===== src/rtl/traffic_light_monitor.sv =====
// Traffic-light lamp monitor: tracks the G->Y->R phase, counts completed cycles and flags sequencing faults.
// Optional dwell-time checking is enabled by defining TLM_DWELL_CHECK_EN.
module traffic_light_monitor #(
  parameter int CNT_W     = 8,
  parameter int MAX_DWELL = 8
) (
  input  logic             clock,
  input  logic             reset,
  input  logic             red,
  input  logic             yellow,
  input  logic             green,
  input  logic             err_clr,
  output logic [1:0]       phase,
  output logic [CNT_W-1:0] cycle_count,
  output logic             seq_err,
  output logic             multi_err,
  output logic             dark_err,
  output logic             dwell_err,
  output logic             err_sticky
);

  // state     | meaning
  // PH_IDLE   | unlocked, waiting for a single valid lamp
  // PH_GREEN  | locked on green
  // PH_YELLOW | locked on yellow
  // PH_RED    | locked on red
  localparam logic [1:0] PH_IDLE   = 2'b00;
  localparam logic [1:0] PH_GREEN  = 2'b01;
  localparam logic [1:0] PH_YELLOW = 2'b10;
  localparam logic [1:0] PH_RED    = 2'b11;

  function automatic logic [1:0] legal_next(input logic [1:0] p);
    case (p)
      PH_GREEN:  legal_next = PH_YELLOW;
      PH_YELLOW: legal_next = PH_RED;
      PH_RED:    legal_next = PH_GREEN;
      default:   legal_next = PH_IDLE;
    endcase
  endfunction

  logic [1:0]       phase_q, phase_d;
  logic [CNT_W-1:0] cnt_q, cnt_d;
  logic             seq_q, seq_d;
  logic             multi_q, multi_d;
  logic             dark_q, dark_d;
  logic             dwell_err_q, dwell_err_d;
  logic             sticky_q, sticky_d;

  logic       lamp_single, lamp_dark, lamp_multi, hold;
  logic [1:0] obs;

  assign lamp_dark   = ~(red | yellow | green);
  assign lamp_single = (red ^ yellow ^ green) & ~(red & yellow & green);
  assign lamp_multi  = ~lamp_dark & ~lamp_single;
  assign obs         = green ? PH_GREEN : (yellow ? PH_YELLOW : PH_RED);
  assign hold        = lamp_single & (phase_q != PH_IDLE) & (obs == phase_q);

`ifdef TLM_DWELL_CHECK_EN
  localparam int              DW_W   = $clog2(MAX_DWELL + 2);
  localparam logic [DW_W-1:0] DW_LIM = DW_W'(MAX_DWELL + 1);
  logic [DW_W-1:0] dwell_q, dwell_d;
`endif

  // state register
  always_ff @(posedge clock) begin
    if (reset) begin
      phase_q     <= PH_IDLE;
      cnt_q       <= '0;
      seq_q       <= 1'b0;
      multi_q     <= 1'b0;
      dark_q      <= 1'b0;
      dwell_err_q <= 1'b0;
      sticky_q    <= 1'b0;
`ifdef TLM_DWELL_CHECK_EN
      dwell_q     <= '0;
`endif
    end else begin
      phase_q     <= phase_d;
      cnt_q       <= cnt_d;
      seq_q       <= seq_d;
      multi_q     <= multi_d;
      dark_q      <= dark_d;
      dwell_err_q <= dwell_err_d;
      sticky_q    <= sticky_d;
`ifdef TLM_DWELL_CHECK_EN
      dwell_q     <= dwell_d;
`endif
    end
  end

  // next-state
  always_comb begin
    phase_d = phase_q;
    cnt_d   = cnt_q;
    seq_d   = 1'b0;
    multi_d = 1'b0;
    dark_d  = 1'b0;
    if (lamp_multi) begin
      multi_d = 1'b1;
      phase_d = PH_IDLE;
    end else if (lamp_dark) begin
      dark_d  = (phase_q != PH_IDLE);
      phase_d = PH_IDLE;
    end else if (phase_q == PH_IDLE) begin
      phase_d = obs;
    end else if (!hold) begin
      // any colour change resyncs to the observed lamp; only the legal step is error-free
      phase_d = obs;
      if (obs != legal_next(phase_q)) begin
        seq_d = 1'b1;
      end else if (phase_q == PH_RED) begin
        cnt_d = cnt_q + CNT_W'(1);
      end
    end
  end

`ifdef TLM_DWELL_CHECK_EN
  // dwell saturates at DW_LIM so the overrun pulse fires only once per phase
  always_comb begin
    if (phase_d == PH_IDLE) begin
      dwell_d = '0;
    end else if (hold) begin
      dwell_d = (dwell_q == DW_LIM) ? dwell_q : dwell_q + DW_W'(1);
    end else begin
      dwell_d = DW_W'(1);
    end
    dwell_err_d = (dwell_d == DW_LIM) && !(hold && (dwell_q == DW_LIM));
  end
`else
  // dwell checking compiled out; MAX_DWELL has no effect in this build
  assign dwell_err_d = (MAX_DWELL < 0);
`endif

  assign sticky_d = seq_d | multi_d | dark_d | dwell_err_d | (sticky_q & ~err_clr);

  // outputs
  always_comb begin
    phase       = phase_q;
    cycle_count = cnt_q;
    seq_err     = seq_q;
    multi_err   = multi_q;
    dark_err    = dark_q;
    dwell_err   = dwell_err_q;
    err_sticky  = sticky_q;
  end

endmodule


===== config.mk =====
export PLATFORM = sky130hd
export DESIGN_NAME = traffic_light_monitor
export DESIGN_NICKNAME = d
export VERILOG_FILES = /design/src/rtl/traffic_light_monitor.sv
export SDC_FILE = /design/constraint.sdc
export NUM_CORES = 1
export LEC_CHECK = 0
export BUFFER_PORTS_ARGS = -buffer_cell sky130_fd_sc_hd__buf_2
export CAP_MARGIN = 30
export CORE_ASPECT_RATIO = 1.2
export CORE_MARGIN = 2
export CORE_UTILIZATION = 42
export DETAILED_ROUTE_END_ITERATION = 12
export PLACE_DENSITY_LB_ADDON = 0.08
export SLEW_MARGIN = 20
export SYNTH_ARGS = -nofsm -noshare
export SYNTH_HDL_FRONTEND = slang
export SYNTH_SLANG_ARGS = --single-unit

===== constraint.sdc =====
create_clock -name clock -period 2.55 [get_ports clock]
set_input_delay 0 -clock clock [delete_from_list [all_inputs] [get_ports clock]]
set_output_delay 0 -clock clock [all_outputs]
set_load 0.03 [all_outputs]

Word-level counts from Yosys, hierarchy flattened

Cells that the tools add are included.

Flip-flop bits (word level): 14
Bits of input ports: 6
Output and inout port bits: 15
Logic and storage cells: 56

$add $sub $neg: 1
Eq/ne operators: 6
Mux-type cells: 17
Bitwise logic cells: 22
Reductions and logical operators: 4

Operators by type and width:

| operator                                                                 | number |
|---|---|
| 2-bit 2-to-1 mux                                                         | 7 |
| 1-bit 2-to-1 mux                                                         | 9 |
| 8-bit by 1-bit adder with 8-bit output (second input constant)           | 1 |
| 1-bit inverter                                                           | 8 |
| 1-bit bitwise AND                                                        | 7 |
| 2-bit one-hot mux with 3 select lines                                    | 1 |
| 6-bit AND reduction                                                      | 1 |
| 1-bit bitwise OR                                                         | 5 |
| 2-bit equality test (second input constant)                              | 2 |
| 3-bit OR reduction                                                       | 1 |
| 2-bit by 1-bit equality test with 1-bit output (second input constant)   | 1 |
| 2-bit equality test                                                      | 1 |
| 2-bit logical NOT                                                        | 1 |
| 2-bit by 1-bit inequality test with 1-bit output (second input constant) | 1 |
| 2-bit inequality test                                                    | 1 |
| 2-bit nonzero test                                                       | 1 |
| 1-bit bitwise XOR                                                        | 2 |

Longest topological paths before layout

Depth after elaboration: 19
Gate-level depth with buffers: 8
Mapped depth without buffers: 7

Least setup slack after synthesis

No wires, ideal clock.

Path type: reg-to-reg
From: register phase_q[0], in the netlist phase[0]
To: register cnt_q[3], in the netlist cycle_count[3]
Setup time: 0.071 ns
Arrival: 2.401 ns
Data required time: 2.479 ns
Setup slack: 0.078 ns
Cell stages (with the launch flop): 9
Path buffers: 1
Clock period less this slack: 2.472 ns
Path through: dfxtp_1 inv_1 ha_1 or3b_4 a2111oi_4 o21ai_2 buf_6 or3_1 a21oi_1

Word-level cells in the longest chain between the ends: 9
Elaborated cells between the ends (all ways): 18
Classes of those cells: eq/ne (5); mux (5); bitwise (5); reduce/logical (3)

Ends and longest elaborated chain:

| item                                              | line    | text |
|---|---|---|
| start: declaration                                | 41      | `logic [1:0] phase_q, phase_d;` |
| start signal: assignment                          | 78      | `phase_q <= phase_d;` |
| 2-bit equality test, or another cell as far along | 33, 111 |  |
| 2-bit one-hot mux with 3 select lines             | 33      | `case (p)` |
| 2-bit 2-to-1 mux                                  | 106     | `end else if (!hold) begin` |
| 2-bit 2-to-1 mux                                  | 104     | `end else if (phase_q == PH_IDLE) begin` |
| 2-bit 2-to-1 mux                                  | 101     | `end else if (lamp_dark) begin` |
| 2-bit 2-to-1 mux                                  | 98      | `if (lamp_multi) begin` |
| 2-bit inequality test                             | 109     | `if (obs != legal_next(phase_q)) begin` |
| 1-bit inverter (no source line)                   | --      |  |
| 6-bit AND reduction (no source line) *            | --      |  |
| end signal: assignment                            | 79      | `cnt_q <= cnt_d;` |
| end: declaration                                  | 42      | `logic [CNT_W-1:0] cnt_q, cnt_d;` |

Every way passes the cells marked *; elsewhere a longest branch is shown, timed or not. The select of a mux whose other input is x is not followed.
A chain may end at the register's enable or synchronous reset.

Worst setup path in the final report

From: register phase_q[0], in the netlist phase[0]
To: register cnt_q[7], in the netlist cycle_count[7]

The elaborated chain is that of the path after synthesis.

==> results summary <==
The power consumption came out at around 0.45 mW. Of all flip-flops after synthesis, the portion carrying an async set or reset was 0%. The number of DRC markers after the initial detailed-route iteration is 6. The number of enable-type register cells in the synthesized netlist came out at 0. The routed wire length is approximately 1600 um. After synthesis, the most frequently instantiated cells are sky130_fd_sc_hd__dfxtp_1, sky130_fd_sc_hd__inv_1, sky130_fd_sc_hd__nor2_1, sky130_fd_sc_hd__a21oi_1, sky130_fd_sc_hd__ha_1. Entering global routing, the biggest net connects 14 pins.

The synthesized-area fraction occupied by and/or/nand/nor cells is 23.9%. From synthesis to final layout, the design area changed by 16.3%. The global-route wire length before repair came out at 2600 um. The power density over cell area came out at 476 mW/mm^2. The number of instances in the synthesized netlist came out at 91. The initial utilization of the core area, before any placement, comes to around 44%. By startpoint and endpoint, the worst setup path is classified as reg -> reg. The hold-fix buffer count after cts came out at 0.

The global route total overflow is 0. The clock network latency to the later pin of the worst-skew pair came out at 0.27 ns. The final RePlAce weighted congestion came out at around 0.8. The initial antenna violation count came out at 0.

Among all flip-flop cells after synthesis, the most frequent one is sky130_fd_sc_hd__dfxtp_1. The reg2reg setup slack came out at 0.12 ns. The HPWL after detailed placement is between 1000 and 1500 um. The min-delay analysis places its worst path in the category in -> reg. The area share of the largest cell type after synthesis is between 30% and 40%. The post-synthesis share of cell area spent on full adders, half adders and majority gates is between 10% and 20%. The synthesized netlist devotes 3.20% of its cell area to XOR and XNOR gates. The flow ran to the end, and the final reports show no timing, DRC or antenna violations. The number of ports placed on the die boundary came out at 21. The post-route netlist has 27.0% of its cells at a drive strength greater than 1. The switching part of the total came out at 26.2%. Counting flops and latches in the post-synthesis netlist gives 14. The kind of capture point of the worst setup path is a flop. The height of the die is roughly 52 um.

The required time of the critical path came out at roughly 2.7 ns. Subtracting the final worst setup slack from the clock period gives 2.43 ns. Per report_power, the combinational group accounts for 15.4% of the total.

For met2 alone, demand over resource in global routing was 26.0%. The dominant cell by count in the synthesized netlist is sky130_fd_sc_hd__dfxtp_1. The placed cell count came out at about 130. Across the run, the number of max-cap violations was 0. The number of remaining DRC errors came out at 0.

The number of antenna diodes in the final layout is 0. Of the total power, registers draw 49.7%. In the post-synthesis netlist, the biggest area contributors are sky130_fd_sc_hd__dfxtp_1, sky130_fd_sc_hd__ha_1, sky130_fd_sc_hd__or3_1. The internal power is 0.336 mW.

For this design the total switching power over the nets is 0.119 mW. Global routing used under 10% of the available met3 tracks. The number of vias per cell after detailed routing is 5.36. The achievable frequency came out at 0.411 GHz. The fraction of power consumed by the clock network is between 30% and 40%.

The via total after detailed routing is ~700. The number of iterations in the first detailed-routing pass came out at 3. met2 is the most crowded layer. The final critical-path share of the clock period came out at around 95%.

The number of nets in the finished design came out at 125. The post-synth net total is between 100 and 150. The worst setup path is launched from a flop.

The area of the mapped netlist came out at 822 sq um. TritonCTS built the clock tree. The final hold violation count came to 0. The number of cells in the finished layout apart from fillers came out at 130. After detailed routing, the average wire length per cell comes to 12.0 um. The floorplan core area came out at 0.00185 sq mm. The worst clock skew on the final layout came out at 0.00101 ns. The share of synthesized area occupied by flip-flops and latches is between 30% and 40%. The buffer levels on the longest clock path came out at 2. The synthesized netlist devotes between 10% and 20% of its cell area to compound gates. The number of global-route vias before repair came to 634. The maximum resistive drop on vdd came out at 282 uV. The clock-pin slew on the worst setup and hold paths came out at 0.09 ns.

The post-synthesis cell type with the largest combined area is sky130_fd_sc_hd__dfxtp_1. The total number of clock tree sinks came out at 14. The number of port buffers is 19. Adding up every negative setup slack in the final design gives 0 ns. The die covers 0.00233 sq mm. The floorplan has 17 rows. The global routing usage summed across all routing layers is 15.2%. The count of H-tree levels built during CTS is 1. The detail route stage leaves a number of antenna-violating nets equal to 0. The leakage component of the power is ~0.43 nW. The die span in x is 44.4 um. Buffers inserted during clock tree synthesis total 3. The global-route track usage on met1 came out at between 10% and 20%. Setup violations remaining at the end of the flow were counted as 0.

The portion of netlist area occupied by mux cells came out at 2.59%. Setup repair after global routing left no endpoint under its margin. The number of distinct library cells after synthesis is 37. The tree is rooted in a sky130_fd_sc_hd__clkbuf_4. The average size of a mapped cell came out at 9.03 sq um. Data arrives at the worst endpoint at approximately 2.6 ns.

The count of final max-slew check failures came to 0. By area, the combinational part of the netlist is dominated by simple AND/OR/NAND/NOR gates. The highest fanout seen on the critical path is 11.

During synthesis, Yosys emitted a total of 0 warnings.
cells by family after synthesis:
family | Yosys count
adder cells (fa/ha/maj) | 7
flip-flops | 14
buffers and inverters | 11
other | 1
XOR/XNOR | 3
AO/OA/AOI/OAI | 19
multiplexers | 2
AND/OR/NAND/NOR | 34
cell type report:
type                       count  area [sq um]
inverter                       7          26.3
tap                           19          23.8
fill                         185           895
clock buffer                   4          36.3
timing repair buffer          20           103
sequential                    14           280
multi-input combinational     66           487
path summary, 6_finish.rpt:
path / startpoint / endpoint / cells past startpoint
hold / removal: green / phase[1] / 2
setup reg to reg: phase[0] / cycle_count[7] / 7
setup / recovery: phase[0] / cycle_count[7] / 7
hold reg to reg: cycle_count[4] / cycle_count[4] / 2
flip-flops by register name, indices dropped and copies added (netlist names):
register,cells
err_sticky,1
seq_err,1
phase,2
multi_err,1
dark_err,1
cycle_count,8
metrics by stage:
| step | util [%] | hold WS [ns] | setup WS [ns] | instance area [sq um] |
|---|---|---|---|---|
| 2_1_floorplan | - | 0.160 | 0.0781 | 822 |
| 3_3_place_gp | 49.4 | 0.329 | 0.165 | 915 |
| 3_5_place_dp | 49.4 | 0.340 | 0.0858 | 915 |
| 4_1_cts | 51.4 | 0.0263 | 0.0658 | 951 |
| 5_1_grt | 51.7 | 0.0453 | 0.000198 | 956 |
| 6_report | 51.7 | 0.0409 | 0.119 | 956 |
worst max-delay path: stages (launching register included):
cell	delay, ns
sky130_fd_sc_hd__dfxtp_1	0.39
sky130_fd_sc_hd__inv_1	0.08
sky130_fd_sc_hd__ha_1	0.31
sky130_fd_sc_hd__or3b_4	0.39
sky130_fd_sc_hd__a2111oi_4	0.38
sky130_fd_sc_hd__o21ai_2	0.21
sky130_fd_sc_hd__nor3_2	0.21
sky130_fd_sc_hd__mux2_2	0.35
routing by layer:
metal | routed length (um) | share of wire [%] | vias to the layer above
met5 | 0 | 0 | -
met4 | 13 | 0.84 | 0
met3 | 60 | 3.9 | 2
met2 | 799 | 51 | 13
met1 | 681 | 44 | 326
li1 | - | - | 356
power by group through the flow:
stage | Combinational, mW | Sequential, mW | Clock, mW
3_5_place_dp | 0.0710 | 0.231 | 0
3_3_place_gp | 0.0702 | 0.231 | 0
5_1_grt | 0.0776 | 0.227 | 0.180
2_1_floorplan | 0.0418 | 0.242 | 0
4_1_cts | 0.0713 | 0.226 | 0.166
6_report | 0.0702 | 0.226 | 0.159
cells in the final DEF (no fill, tap or decap), types with 2 or more instances in the layout:
master / count
sky130_fd_sc_hd__buf_2: 19
sky130_fd_sc_hd__dfxtp_1: 14
sky130_fd_sc_hd__inv_1: 7
sky130_fd_sc_hd__nor2_1: 7
sky130_fd_sc_hd__a21oi_1: 6
sky130_fd_sc_hd__ha_1: 6
sky130_fd_sc_hd__o21ai_0: 5
sky130_fd_sc_hd__or3_1: 5
sky130_fd_sc_hd__nor2b_1: 4
sky130_fd_sc_hd__nand2_1: 3
sky130_fd_sc_hd__clkbuf_4: 3
sky130_fd_sc_hd__and2b_1: 2
sky130_fd_sc_hd__xnor2_1: 2
sky130_fd_sc_hd__o2111ai_1: 2
sky130_fd_sc_hd__nand4_1: 2
repair_timing:
| item | in CTS | in global routing |
|---|---|---|
| buffers inserted | 0 | 0 |
| setup endpoints to repair | 0 | 1 |
| resized for setup | 0 | 1 |
Note: power is estimated with default switching activity, not from simulation.
